## config.mk

```make
export PLATFORM = sky130hd
export DESIGN_NAME = uart_rx
export DESIGN_NICKNAME = d
export VERILOG_FILES = /design/src/rtl/uart_rx_pkg.sv /design/src/rtl/uart_baud_gen.sv /design/src/rtl/uart_rx.sv
export SDC_FILE = /design/constraint.sdc
export NUM_CORES = 1
export LEC_CHECK = 0
export ABC_CLOCK_PERIOD_IN_PS = 2700
export BUFFER_PORTS_ARGS = -buffer_cell sky130_fd_sc_hd__buf_2
export CAP_MARGIN = 20
export CORE_MARGIN = 5
export CORE_UTILIZATION = 49
export CTS_CLUSTER_SIZE = 25
export DETAILED_ROUTE_END_ITERATION = 6
export GPL_ROUTABILITY_DRIVEN = 0
export HOLD_SLACK_MARGIN = 0.08
export PLACE_DENSITY = 0.67
export SLEW_MARGIN = 40
export SYNTH_ARGS = -nofsm -noshare
export SYNTH_HDL_FRONTEND = slang
export SYNTH_SLANG_ARGS = --single-unit
```

## constraint.sdc

```tcl
create_clock -name clk -period 2.7 [get_ports clk]
set_input_delay 0.405 -clock clk [delete_from_list [all_inputs] [get_ports clk]]
set_output_delay 0.405 -clock clk [all_outputs]
set_load 0.02 [all_outputs]
```

## src/rtl/uart_rx_pkg.sv

```systemverilog
// uart_rx_pkg: shared types, constants and the baud divider helper for uart_rx
package uart_rx_pkg;
    localparam int DATA_BITS = 8;
    typedef enum logic [1:0] {IDLE, START, DATA, STOP} state_t;
    function automatic int calc_div(input int clk_freq, input int baud, input int oversample);
        return clk_freq / (baud * oversample);
    endfunction
endpackage

```

## src/rtl/uart_baud_gen.sv

```systemverilog
// uart_baud_gen: oversample enable, one pulse every DIV clocks; restart zeroes the phase
// Ports: clk, reset (async, active-low), restart (sync), en (enable pulse)
module uart_baud_gen #(
    parameter int DIV = 27
) (
    input  logic clk,
    input  logic reset,
    input  logic restart,
    output logic en
);
    localparam int W = DIV > 1 ? $clog2(DIV) : 1;
    localparam logic [W-1:0] LAST = W'(DIV - 1);
    logic [W-1:0] cnt;
    always_ff @(posedge clk or negedge reset) begin
        if (!reset) cnt <= '0;
        else        cnt <= (restart || cnt == LAST) ? '0 : cnt + 1'b1;
    end
    assign en = !restart && cnt == LAST;
endmodule

```

## src/rtl/uart_rx.sv

```systemverilog
// uart_rx: 8N1 UART receiver, oversampled, mid-bit sampling
// Ports: clk, reset (async, active-low), rxd (serial in), rx_done (byte strobe),
//        data_out (last good byte), tick (bit boundary strobe), frame_err (with UART_RX_FRAME_ERR_EN)
module uart_rx
    import uart_rx_pkg::*;
#(
    parameter int CLK_FREQ   = 50_000_000,
    parameter int BAUD       = 115200,
    parameter int OVERSAMPLE = 16
) (
    input  logic                 clk,
    input  logic                 reset,
    input  logic                 rxd,
    output logic                 rx_done,
    output logic [DATA_BITS-1:0] data_out,
    output logic                 tick
`ifdef UART_RX_FRAME_ERR_EN
    ,
    output logic                 frame_err
`endif
);
    localparam int DIV = calc_div(CLK_FREQ, BAUD, OVERSAMPLE);
    localparam int SW  = $clog2(OVERSAMPLE);
    localparam logic [SW-1:0] S_MID = SW'(OVERSAMPLE / 2 - 1);
    localparam logic [SW-1:0] S_END = SW'(OVERSAMPLE - 1);

    state_t               state, state_nx;
    logic                 rxd_m, rxd_s, armed;
    logic [1:0]           settle;
    logic [SW-1:0]        scnt;
    logic [2:0]           idx;
    logic [DATA_BITS-1:0] shreg;
    logic                 en, start, mid, bnd, done_nx;

    uart_baud_gen #(.DIV(DIV)) u_baud (
        .clk     (clk),
        .reset   (reset),
        .restart (start),
        .en      (en)
    );

    // armed means the line has been seen high in IDLE, so a low level is a real falling edge;
    // settle masks the synchronizer's reset value so a line held low at reset never arms
    assign start = state == IDLE && armed && !rxd_s;
    assign mid   = en && scnt == S_MID;
    assign bnd   = en && scnt == S_END;

    always_ff @(posedge clk or negedge reset) begin
        if (!reset) state <= IDLE;
        else        state <= state_nx;
    end

    always_comb begin
        state_nx = state;
        case (state)
            IDLE:    if (start) state_nx = START;
            START:   if (mid && rxd_s) state_nx = IDLE;
                     else if (bnd) state_nx = DATA;
            DATA:    if (bnd && idx == 3'(DATA_BITS - 1)) state_nx = STOP;
            STOP:    if (mid) state_nx = IDLE;
            default: state_nx = IDLE;
        endcase
    end

    always_comb begin
        tick    = bnd && (state == START || state == DATA);
        done_nx = state == STOP && mid && rxd_s;
    end

    always_ff @(posedge clk or negedge reset) begin
        if (!reset) begin
            rxd_m    <= 1'b1;
            rxd_s    <= 1'b1;
            settle   <= '0;
            armed    <= 1'b0;
            scnt     <= '0;
            idx      <= '0;
            shreg    <= '0;
            data_out <= '0;
            rx_done  <= 1'b0;
        end else begin
            rxd_m    <= rxd;
            rxd_s    <= rxd_m;
            settle   <= {settle[0], 1'b1};
            armed    <= state == IDLE && !start && (armed || (settle[1] && rxd_s));
            scnt     <= start ? '0 : en ? (scnt == S_END ? '0 : scnt + 1'b1) : scnt;
            idx      <= start ? '0 : (state == DATA && bnd) ? idx + 1'b1 : idx;
            if (state == DATA && mid) shreg <= {rxd_s, shreg[DATA_BITS-1:1]};
            if (done_nx) data_out <= shreg;
            rx_done  <= done_nx;
        end
    end

`ifdef UART_RX_FRAME_ERR_EN
    always_ff @(posedge clk or negedge reset) begin
        if (!reset) frame_err <= 1'b0;
        else        frame_err <= state == STOP && mid && !rxd_s;
    end
`endif
endmodule

```

# After elaboration in Yosys (flattened, before gate mapping)
# Index checks and enable logic that the tools add are counted.
dict set report word_totals {
  output_inout_bits 10
  reg_bits 36
}
dict set report classes {
  n_addsub 3
  mux 12
  n_eq_ne 11
  reduce_logical 24
}
# op count
set op_table {}
lappend op_table {{logical AND 1 bit} 15}
lappend op_table {{two-way mux 4 bit} 3}
lappend op_table {{two-way mux 2 bit} 5}
lappend op_table {{one-hot mux 2 bit (4 select lines)} 1}
lappend op_table {{two-way mux 3 bit} 2}
lappend op_table {{!= test 2 bit (second input constant)} 3}
lappend op_table {{adder 5 x 1 -> 5 bit (second input constant)} 1}
lappend op_table {{equality test 5 bit (second input constant)} 1}
lappend op_table {{two-way mux 5 bit} 1}
lappend op_table {{adder 4 x 1 -> 4 bit (second input constant)} 1}
lappend op_table {{equality test 2 bit (second input constant)} 2}
lappend op_table {{equality test 4 x 3 -> 1 bit (second input constant)} 1}
lappend op_table {{equality test 4 bit (second input constant)} 1}
lappend op_table {{AND reduction 4 bit} 1}
lappend op_table {{nonzero test 2 bit} 2}
lappend op_table {{adder 3 x 1 -> 3 bit (second input constant)} 1}
lappend op_table {{equality test 3 bit (second input constant)} 1}
lappend op_table {{logical OR 1 bit} 3}
lappend op_table {{!= test 3 bit (second input constant)} 1}
lappend op_table {{equality test 2 x 1 -> 1 bit (second input constant)} 1}
lappend op_table {{logical NOT 1 bit} 2}
lappend op_table {{logical NOT 2 bit} 1}

# Logic depth before layout (Yosys ltp)
# Gate-level depths: netlist of run 1.
dict set report depth {
  depth_word 9
  depth_mapped 7
  mapped_depth_nobuf 6
}

# Modules after synthesis
# From an unflattened synthesis of run 1, not the netlist that was laid out.
dict set report unflattened {
  cells_unflattened 128
  area_unflattened_um2 1631.6
}
# mod n_inst cells_per_inst seq_area_each_um2 area_per_inst_um2
set by_module_without_submodules {}
lappend by_module_without_submodules {uart_rx 1 105 778.2 1356.3}
lappend by_module_without_submodules {uart_baud_gen 1 23 125.1 275.3}

# Worst setup path after synthesis of run 1
# No wires, ideal clock.
dict set report synth_timing {
  path_type {register -> output}
  start {reg state[0]}
  end {out tick}
  t_required_ns 2.295
  n_path_buf 1
  arrival_time_ns 1.523
  stages_incl_launch_ff 7
  slack_ns 0.772
  cell_sequence {dfrtp_1 -> inv_1 -> ha_1 -> and3b_1 -> buf_6 -> nor3_4 -> and3_1}
}
dict set report synth_between {
  elab_chain_cells 7
  elab_cells_between_ends 10
}
# item line_no
set synth_lines {}
lappend synth_lines {{from (decl)} uart_rx.sv:27} ;# state_t state, state_nx;
lappend synth_lines {{from (signal assigned)} uart_rx.sv:50} ;# else state <= state_nx;
lappend synth_lines {{logical NOT 2 bit} uart_rx.sv:44} ;# assign start = state == IDLE && armed && !rxd_s;
lappend synth_lines {{logical AND 1 bit (2 in a row)} uart_rx.sv:44}
lappend synth_lines {{logical NOT 1 bit} uart_baud_gen.sv:18} ;# assign en = !restart && cnt == LAST;
lappend synth_lines {{logical AND 1 bit} uart_baud_gen.sv:18}
lappend synth_lines {{logical AND 1 bit} uart_rx.sv:46} ;# assign bnd = en && scnt == S_END;
lappend synth_lines {{logical AND 1 bit *} uart_rx.sv:66} ;# tick = bnd && (state == START || state == DATA);
lappend synth_lines {{to (decl)} uart_rx.sv:16} ;# output logic tick
# Every way passes the cells marked *; elsewhere a longest branch is shown, timed or not.

# Final worst setup path of run 1
# Same ends and word-level chain as after synthesis.

==> metrics.md, run 1 <==
| Metric | Value |
|---|---|
| GRT Util Overall | `0.143` |
| Worst skew pair latency | `approximately 0.33 ns` |
| Worst-path maximum fanout | `8` |
| Via density | `5.16` |
| Synthesis Warnings | `0` |
| Status | `complete, no violations` |
| Commonest non-fill, non-tap cell in the layout | `dfrtp_1` |
| Critical path endpoint category | `output port` |
| HPWL Detailed | `roughly 1900 um` |
| Synthesized cell area | `~1700 um^2` |
| Post-CTS setup buffers | `0` |
| Die area | `around 4600 um^2` |
| Hold/Removal Path Class | `in -> reg` |
| ANT cells | `0` |
| Drt pass-1 iters | `4` |
| Number of remaining DRC errors | `0` |
| Syn Nets | `between 100 and 150` |
| CP Class | `reg -> out` |
| Worst Path Buf+Inv | `2` |
| Core footprint | `3310 um^2` |
| NumNets Final | `between 150 and 200` |
| CTS H-tree lvls | `2` |
| Fin. Hold Viols | `0` |
| Data required, critical path | `2.30 ns` |
| Maximum buffer depth of the clock tree | `2` |
| Synth Area per Inst | `12.8 um^2` |
| I/O Pins | `13` |
| Final Util | `0.562` |
| Synth unique cells | `31` |
| Die height | `68.1 um` |
| Vias in the first global route | `1,023` |
| Total gr overflow | `0` |
| Register area share after synthesis | `0.547` |
| Slowest cell delay on critical path | `just under 0.4 ns` |
| WL final | `roughly 2600 um` |
| Slew Viols, Final | `0` |
| Average wire per standard cell | `about 14 um` |
| Clk sinks | `36` |
| Final setup fails | `0` |
| MaxCap Viol Count | `0` |
| RSZ-0062 raised after global routing | `false` |
| Initial DRC count | `just under 80` |
| Cells along the critical path | `inv_1, ha_1, and3b_1, nor3_4, and3_1, buf_2` |
| Yosys reg bits | `36` |
| Max VDD drop | `~0.36 mV` |
| Die span in x | `between 60 and 70 um` |
| Max frequency | `between 400 and 500 MHz` |
| Place WS | `approximately 0.63 ns` |
| Post-cts resize count | `0` |
| Reg2Reg Depth | `6` |
| Most frequent cells in the layout | `dfrtp_1, nand2_1, buf_2` |
| Worst Skew | `about 0.007 ns` |
| First-pass GRT wire length | `4670 um` |
| Lkg Pwr | `around 0.0010 uW` |
| Syn-to-layout area delta | `12.7%` |
| Worst-path clk slew | `0.10 ns` |
| Num rows | `21` |
| Crit path time final | `2.42 ns` |
| Routed Antenna Nets | `0` |
| Cts bufs inserted | `5` |
| Starting density of the core | `0.499` |
| Layout cells sized above 1 | `0.236` |
| Filler cells | `between 200 and 300` |
| Worst setup margin | `0.281 ns` |
| Total number of vias | `~1,000` |
| Final hold slack | `around 0.17 ns` |
| Startpoint types | `register` |
| Slowest-stage cell, CP | `dfrtp_1` |
| Hold Buf Count CTS | `0` |
| WHS Path Cells | `1` |
| Largest net degree at the start of global routing | `37` |
| CP top delay family | `simple AND/OR/NAND/NOR gates` |
| Final worst-path cycle share | `0.896` |
| # port buffers | `12` |
| Root buffer cell | `clkbuf_4` |
| CP Data Arrival Time | `2.01 ns` |
| Antenna violations before repair | `0` |
| Total Power | `roughly 1400 uW` |
| Setup TNS | `0 ns` |
| Synth Instances | `129` |
| CTS tree | `built` |
| Power per cell area | `roughly 770 nW/um^2` |
| Worst path depth | `6` |
==> per-stage QoR <==
| stage | cells | instance area [um^2] |
|---|---|---|
| after CTS | 193 | 1850 |
| final | 194 | 1860 |
| after global routing | 194 | 1860 |
| after detailed placement | 185 | 1750 |
| after floorplan | 129 | 1650 |
| after global placement | 185 | 1750 |
==> sequential cells by signal (all words and copies together) (netlist names), named ones only <==
| signal | cells |
|---|---|
| armed | 1 |
| data_out | 8 |
| idx | 3 |
| rx_done | 1 |
| rxd_m | 1 |
| rxd_s | 1 |
| scnt | 4 |
| settle | 2 |
| shreg | 8 |
| state | 1 |
| u_baud.cnt | 5 |
==> final timing paths <==
path,slack [ns],end,start
min in group asynchronous,0.55,scnt[1],reset
worst min register to register,0.36,settle[1],settle[0]
max in group asynchronous,1.80,rxd_m,reset
worst min-delay path,0.17,rxd_m,rxd
worst max-delay path,0.28,tick,state[0]
worst max register to register,0.69,register,state[0]
==> power breakdown <==
part / internal [uW] / switching, uW / leakage [uW]
Sequential: 616 / 78.9 / 0.000476
Combinational: 153 / 181 / 0.000498
Clock: 246 / 168 / 0.0000515
==> kinds of logic after synthesis <==
| family | Yosys count | synth area share |
|---|---|---|
| DFF | 36 | 0.547 |
| and+or+nand+nor | 36 | 0.134 |
| muxes | 21 | 0.139 |
| AOI/OAI and AO/OA | 12 | 0.0553 |
| adders and majority gates | 10 | 0.0758 |
| buffers and inverters | 9 | 0.0250 |
| xor gates and xnor gates | 4 | 0.0212 |
| other | 1 | 0.00227 |
==> Yosys cell counts <==
cell type / instances / area [um^2]
a21oi_1: 5 / 25.0
a311oi_1: 1 / 8.76
and3_1: 1 / 6.26
and3b_1: 1 / 8.76
and4b_1: 1 / 10.0
buf_6: 1 / 11.3
clkbuf_1: 1 / 3.75
conb_1: 1 / 3.75
dfrtp_1: 34 / 851
dfstp_2: 2 / 52.6
ha_1: 10 / 125
inv_1: 7 / 26.3
mux2_1: 8 / 90.1
mux2_2: 8 / 90.1
mux2i_1: 5 / 50.1
nand2_1: 13 / 48.8
nand3_1: 3 / 15.0
nand3b_1: 1 / 7.51
nand3b_4: 1 / 20.0
nand4_1: 2 / 12.5
nand4b_4: 1 / 23.8
nor2_1: 9 / 33.8
nor3_4: 1 / 16.3
nor4_2: 1 / 12.5
o211a_1: 1 / 10.0
o21ai_0: 1 / 5.00
o41ai_1: 3 / 26.3
o41ai_2: 1 / 16.3
or3_1: 1 / 6.26
xnor2_1: 1 / 8.76
xor2_1: 3 / 26.3
==> area by class of cell <==
cell class | instances | area [um^2] | area share
inverters | 7 | 26.3 | 0.0141
repair buffers | 13 | 72.6 | 0.0390
multi-input cells | 84 | 707 | 0.380
well taps | 46 | 57.6 | 0.0309
flip-flops and latches | 36 | 903 | 0.485
clock buffers | 7 | 65.1 | 0.0349
clock inverters | 1 | 30.0 | 0.0161
==> per-layer routing <==
metal / routed length, um / GRT usage
met1: 1160 / 0.166
met2: 1290 / 0.227
met3: 117 / 0.0542
met4: 51 / 0.0744
met5: 0 / 0
Power figures use the tool's default switching activity.
==> inputs of run 2 (changes only) <==
Settings changed: SETUP_SLACK_MARGIN from default to 0.3.
==> run 2 against run 1 <==
Compared with the run above:
- sequential share of layout area decreased by 1.1 points
- design area increased by 2.2%
- via count increased by 2.0%
- global-route usage increased by 0.17 points
- combinational power increased by 8.7%
- first-iteration DRC count unchanged
- die area unchanged
- setup slack improved by 0.18 ns
- non-clock buffer count increased by 5
- clock skew about the same
- register-to-register slack about the same
- critical path depth unchanged
- critical endpoint unchanged
==> metrics.md, run 2 (synthesis results as in run 1) <==
| Metric | Value |
|---|---|
| Core footprint | `roughly 3300 um^2` |
| Hold/Removal Path Class | `in -> reg` |
| HPWL Detailed | `1910 um` |
| Setup TNS | `0 ns` |
| Worst skew pair latency | `0.33 ns` |
| Antenna violations before repair | `0` |
| Multi-input logic area | `roughly 700 um^2` |
| Power per cell area | `a little under 800 nW/um^2` |
| Total number of vias | `1,021` |
| Average wire per standard cell | `13.7 um` |
| Total gr overflow | `0` |
| RR Startpoint | `u_baud.cnt[0]` |
| Die height | `68.1 um` |
| Routed Antenna Nets | `0` |
| Initial DRC count | `79` |
| WHS Path Cells | `1` |
| Worst-path maximum fanout | `5` |
| NumNets Final | `~170` |
| Filler cells | `slightly below 300` |
| Hold path endpoint | `rxd_m` |
| Cts bufs inserted | `5` |
| First-pass GRT wire length | `4730 um` |
| Fin. Hold Viols | `0` |
| Final setup fails | `0` |
| Data required, critical path | `between 2 and 2.5 ns` |
| Max VDD drop | `about 0.36 mV` |
| Status | `complete, no violations` |
| Starting density of the core | `0.499` |
| RSZ-0062 raised after global routing | `false` |
| Die span in x | `68.1 um` |
| R2R setup slack | `0.68 ns` |
| CP Data Arrival Time | `approximately 1.8 ns` |
| Commonest non-fill, non-tap cell in the layout | `dfrtp_1` |
| Number of remaining DRC errors | `0` |
| Most frequent cells in the layout | `dfrtp_1, nand2_1, buf_2` |
| WL final | `roughly 2700 um` |
| Crit path time final | `around 2.2 ns` |
| FF+latch area | `903 um^2` |
| Drt pass-1 iters | `4` |
| MaxCap Viol Count | `0` |
| Reg2reg end | `data_out[5]` |
| I/O Pins | `13` |
| Syn-to-layout area delta | `15.2%` |
| Startpoint of the worst hold path | `rxd` |
| Num rows | `21` |
| CP Class | `reg -> out` |
| CTS H-tree lvls | `2` |
| Layout cells sized above 1 | `0.275` |
| Startpoint types | `register` |
| Reg2Reg Depth | `7` |
| Largest net degree at the start of global routing | `37` |
| Vias in the first global route | `1,027` |
| Worst-path clk slew | `0.10 ns` |
| CTS tree | `built` |
| Via density | `5.13` |
| Root buffer cell | `clkbuf_4` |
| Maximum buffer depth of the clock tree | `2` |
| Clk sinks | `36` |
| GRT Util Overall | `0.144` |
| ANT cells | `0` |
| Critical path endpoint category | `output port` |
| Max frequency | `446 MHz` |
| Biggest regs | `data_out: 8 flops, shreg: 8 flops, u_baud.cnt: 5 flops` |
| Final Util | `0.575` |
| # port buffers | `12` |
| Lkg Pwr | `0.00105 uW` |
| Slew Viols, Final | `0` |
| Total Power | `1470 uW` |
| Final worst-path cycle share | `0.831` |
| Worst Skew | `0.00719 ns` |
| Die area | `around 4600 um^2` |
==> run 2: cell types whose count changed in the layout (fill, tap and decap cells not counted), sizes merged <==
cell / previous run / this run
buf: 12 / 17
==> run 2: cell type report <==
class | count | share of cell area
multi-input combinational | 84 | 0.373
sequential | 36 | 0.475
clock buffer | 7 | 0.0342
tap | 46 | 0.0302
timing repair buffer | 18 | 0.0579
inverter | 7 | 0.0138
clock inverter | 1 | 0.0158
==> run 2: worst max path at each step <==
stage / from / to / slack (ns)
floorplan: state[0] / tick / 0.77
detailed placement: state[0] / tick / 0.63
global route: state[0] / tick / 0.32
CTS: state[0] / tick / 0.36
finish: state[0] / tick / 0.46
global placement: state[0] / tick / 0.70
==> run 2: worst max-delay path, cell delays in order (launching register included) <==
cell and delay [ns]:
dfrtp_1 0.36, inv_1 0.10, ha_2 0.22, and3b_2 0.23, nor3_4 0.26, and3_1 0.18
buf_2 0.16
==> run 2: metrics by stage <==
stage	setup WS (ns)	std cells	cell area [um^2]	hold slack [ns]
CTS	0.355	194	1860	0.138
finish	0.457	199	1900	0.167
global placement	0.696	185	1750	0.333
floorplan	0.772	129	1650	0.109
detailed placement	0.626	185	1750	0.343
global route	0.324	199	1900	0.125
==> run 2: timing repair <==
item	CTS	global route
resized for setup	1	1
endpoints found under the hold margin	0	34
pin swaps	2	1
endpoints found under the setup margin	1	1
hold buffers	0	1
setup buffers	1	4
==> run 2: power by group <==
part / switching, uW / internal (uW) / leakage (uW) / total, uW
Clock: 168 / 246 / 0.0000515 / 414
Sequential: 76.2 / 616 / 0.000476 / 692
Combinational: 191 / 173 / 0.000519 / 363
==> run 2: layer usage <==
layer,vias to the layer above,GRT usage,share of wire
met1,509,0.166,0.45
met2,12,0.233,0.50
met5,-,0,0
met3,4,0.0542,0.031
met4,0,0.0744,0.019
li1,496,-,-
==> inputs of run 3 (changes only) <==
Settings changed: ABC_CLOCK_PERIOD_IN_PS 2700 to 2100.
Clock period 2.7 ns to 2.1 ns, I/O delays scaled along.
==> run 3 against run 2 <==
Compared with the run above:
- clock skew rose by 0.0021 ns
- die area did not move
- via count rose by 8.4%
- power rose by 34%
- wire length rose by 12%
- sequential power rose by 27%
- sequential cell count did not move
- setup slack got worse by 0.34 ns
- critical endpoint unchanged
- largest cell class unchanged
- largest power group unchanged
==> metrics.md, run 3 (synthesis results as in run 1) <==
| Metric | Value |
|---|---|
| First-pass GRT wire length | `about 5000 um` |
| CP Data Arrival Time | `between 1.5 and 2 ns` |
| CP top delay family | `simple AND/OR/NAND/NOR gates` |
| Data required, critical path | `roughly 1.8 ns` |
| Final worst-path cycle share | `0.945` |
| Average wire per standard cell | `14.4 um` |
| Num rows | `21` |
| WL final | `between 3000 and 4000 um` |
| Clock power share | `0.195` |
| Largest net degree at the start of global routing | `37` |
| MaxCap Viol Count | `0` |
| Slew Viols, Final | `0` |
| Die area | `4630 um^2` |
| Maximum buffer depth of the clock tree | `2` |
| Startpoint types | `register` |
| Filler cells | `about 260` |
| Final setup fails | `0` |
| Worst Path Buf+Inv | `2` |
| I/O Pins | `13` |
| Cts bufs inserted | `5` |
| Drt pass-1 iters | `4` |
| Layout cells sized above 1 | `0.425` |
| Number of remaining DRC errors | `0` |
| Int Power | `1330 uW` |
| Biggest regs | `data_out: 8 flops, shreg: 8 flops, u_baud.cnt: 5 flops` |
| NumNets Final | `around 180` |
| RSZ-0062 raised after global routing | `true` |
| Net Switching | `643 uW` |
| Total gr overflow | `0` |
| Fin. Hold Viols | `0` |
| ANT cells | `0` |
| HPWL Detailed | `1870 um` |
| Status | `complete, no violations` |
| Worst-path clk slew | `0.11 ns` |
| Most frequent cells in the layout | `dfrtp_1, buf_4, nand2_1` |
| Net Sw Frac | `0.327` |
| Crit path time final | `around 2.0 ns` |
| Reg power frac | `0.446` |
| CTS H-tree lvls | `2` |
| Antenna violations before repair | `0` |
| Slowest-stage cell, CP | `dfrtp_1` |
| Power per cell area | `between 900 and 1000 nW/um^2` |
| # port buffers | `12` |
| Worst-path maximum fanout | `2` |
| Hold/Removal Path Class | `reg -> reg` |
| Die span in x | `68.1 um` |
| Critical path endpoint category | `output port` |
| CP Class | `reg -> out` |
| Starting density of the core | `0.499` |
| Via density | `5.20` |
| Root buffer cell | `clkbuf_4` |
| Slowest cell delay on critical path | `0.40 ns` |
| Routed Antenna Nets | `0` |
| CTS tree | `built` |
| Clk sinks | `36` |
| Syn-to-layout area delta | `26.7%` |
| Initial DRC count | `just over 80` |
| Combinational fraction of design power | `0.359` |
| Lkg Pwr | `0.00113 uW` |
| Total number of vias | `1,107` |
| Final Util | `0.632` |
| Final hold slack | `around 0.35 ns` |
| Worst skew pair latency | `approximately 0.33 ns` |
| Cells along the critical path | `inv_2, ha_4, and3b_2, nor3_4, and3_4, buf_6` |
| Max VDD drop | `approximately 0.55 mV` |
| Setup TNS | `0 ns` |
| GRT Util Overall | `0.147` |
| Core footprint | `roughly 3300 um^2` |
| Die height | `just under 70 um` |
| Commonest non-fill, non-tap cell in the layout | `dfrtp_1` |
| Total Power | `1970 uW` |
| Max frequency | `between 500 and 600 MHz` |
| Worst Skew | `slightly above 0.009 ns` |
| Vias in the first global route | `about 1,100` |
[run 3: cell types whose count changed in the layout (fill, tap and decap cells not counted), moves of 3 or more]
cell | before | now
mux2_1 | 8 | 0
buf_6 | 0 | 3
buf_4 | 6 | 16
mux2_4 | 0 | 8
[run 3: final cells by class]
cell class                      count  area (um^2)  area share
Sequential cell                    36          903       0.432
Multi-Input combinational cell     84          803       0.384
Timing Repair Buffer               32          239       0.114
Tap cell                           46         57.6      0.0275
Clock buffer                        7         55.1      0.0263
Inverter                            7         26.3      0.0126
Clock inverter                      1         7.51     0.00359
[run 3: power groups by stage]
stage	Clock (uW)	Combinational, uW	Sequential [uW]
2_1_floorplan	0	356	886
3_3_place_gp	0	422	899
3_5_place_dp	0	451	908
4_1_cts	401	626	877
5_1_grt	427	770	896
6_report	384	707	879
[run 3: repair_timing]
item,in CTS,in global routing
buffers inserted,12,5
hold endpoints to repair,23,0
resized for setup,12,14
pin swaps,5,2
setup endpoints to repair,22,19
hold buffers,2,0
[run 3: path summary, 6_finish.rpt]
| path | startpoint | endpoint | slack [ns] | cells past startpoint |
|---|---|---|---|---|
| min | settle[0] | settle[1] | 0.35 | 0 |
| max | register | tick | 0.12 | 6 |
| min reg2reg | settle[0] | settle[1] | 0.35 | 0 |
| max reg2reg | register | state[0] | 0.19 | 8 |
| min in group asynchronous | reset | shreg[0] | 0.47 | 2 |
| max in group asynchronous | reset | rxd_m | 1.29 | 2 |
[run 3: per-stage QoR]
| step | worst slack (ns) | cell area (um^2) | cells |
|---|---|---|---|
| after floorplan | 0.340 | 1670 | 129 |
| after global placement | 0.183 | 1780 | 186 |
| after detailed placement | 0.120 | 1780 | 186 |
| after CTS | 0.141 | 1980 | 208 |
| after global routing | 0.0230 | 2090 | 213 |
| final | 0.116 | 2090 | 213 |
[run 3: metal layers]
| layer | part of all wire | wire, um | track usage |
|---|---|---|---|
| met5 | 0 | 0 | 0 |
| met4 | 0.024 | 73 | 0.0645 |
| met3 | 0.039 | 119 | 0.0525 |
| met2 | 0.50 | 1540 | 0.235 |
| met1 | 0.43 | 1330 | 0.177 |
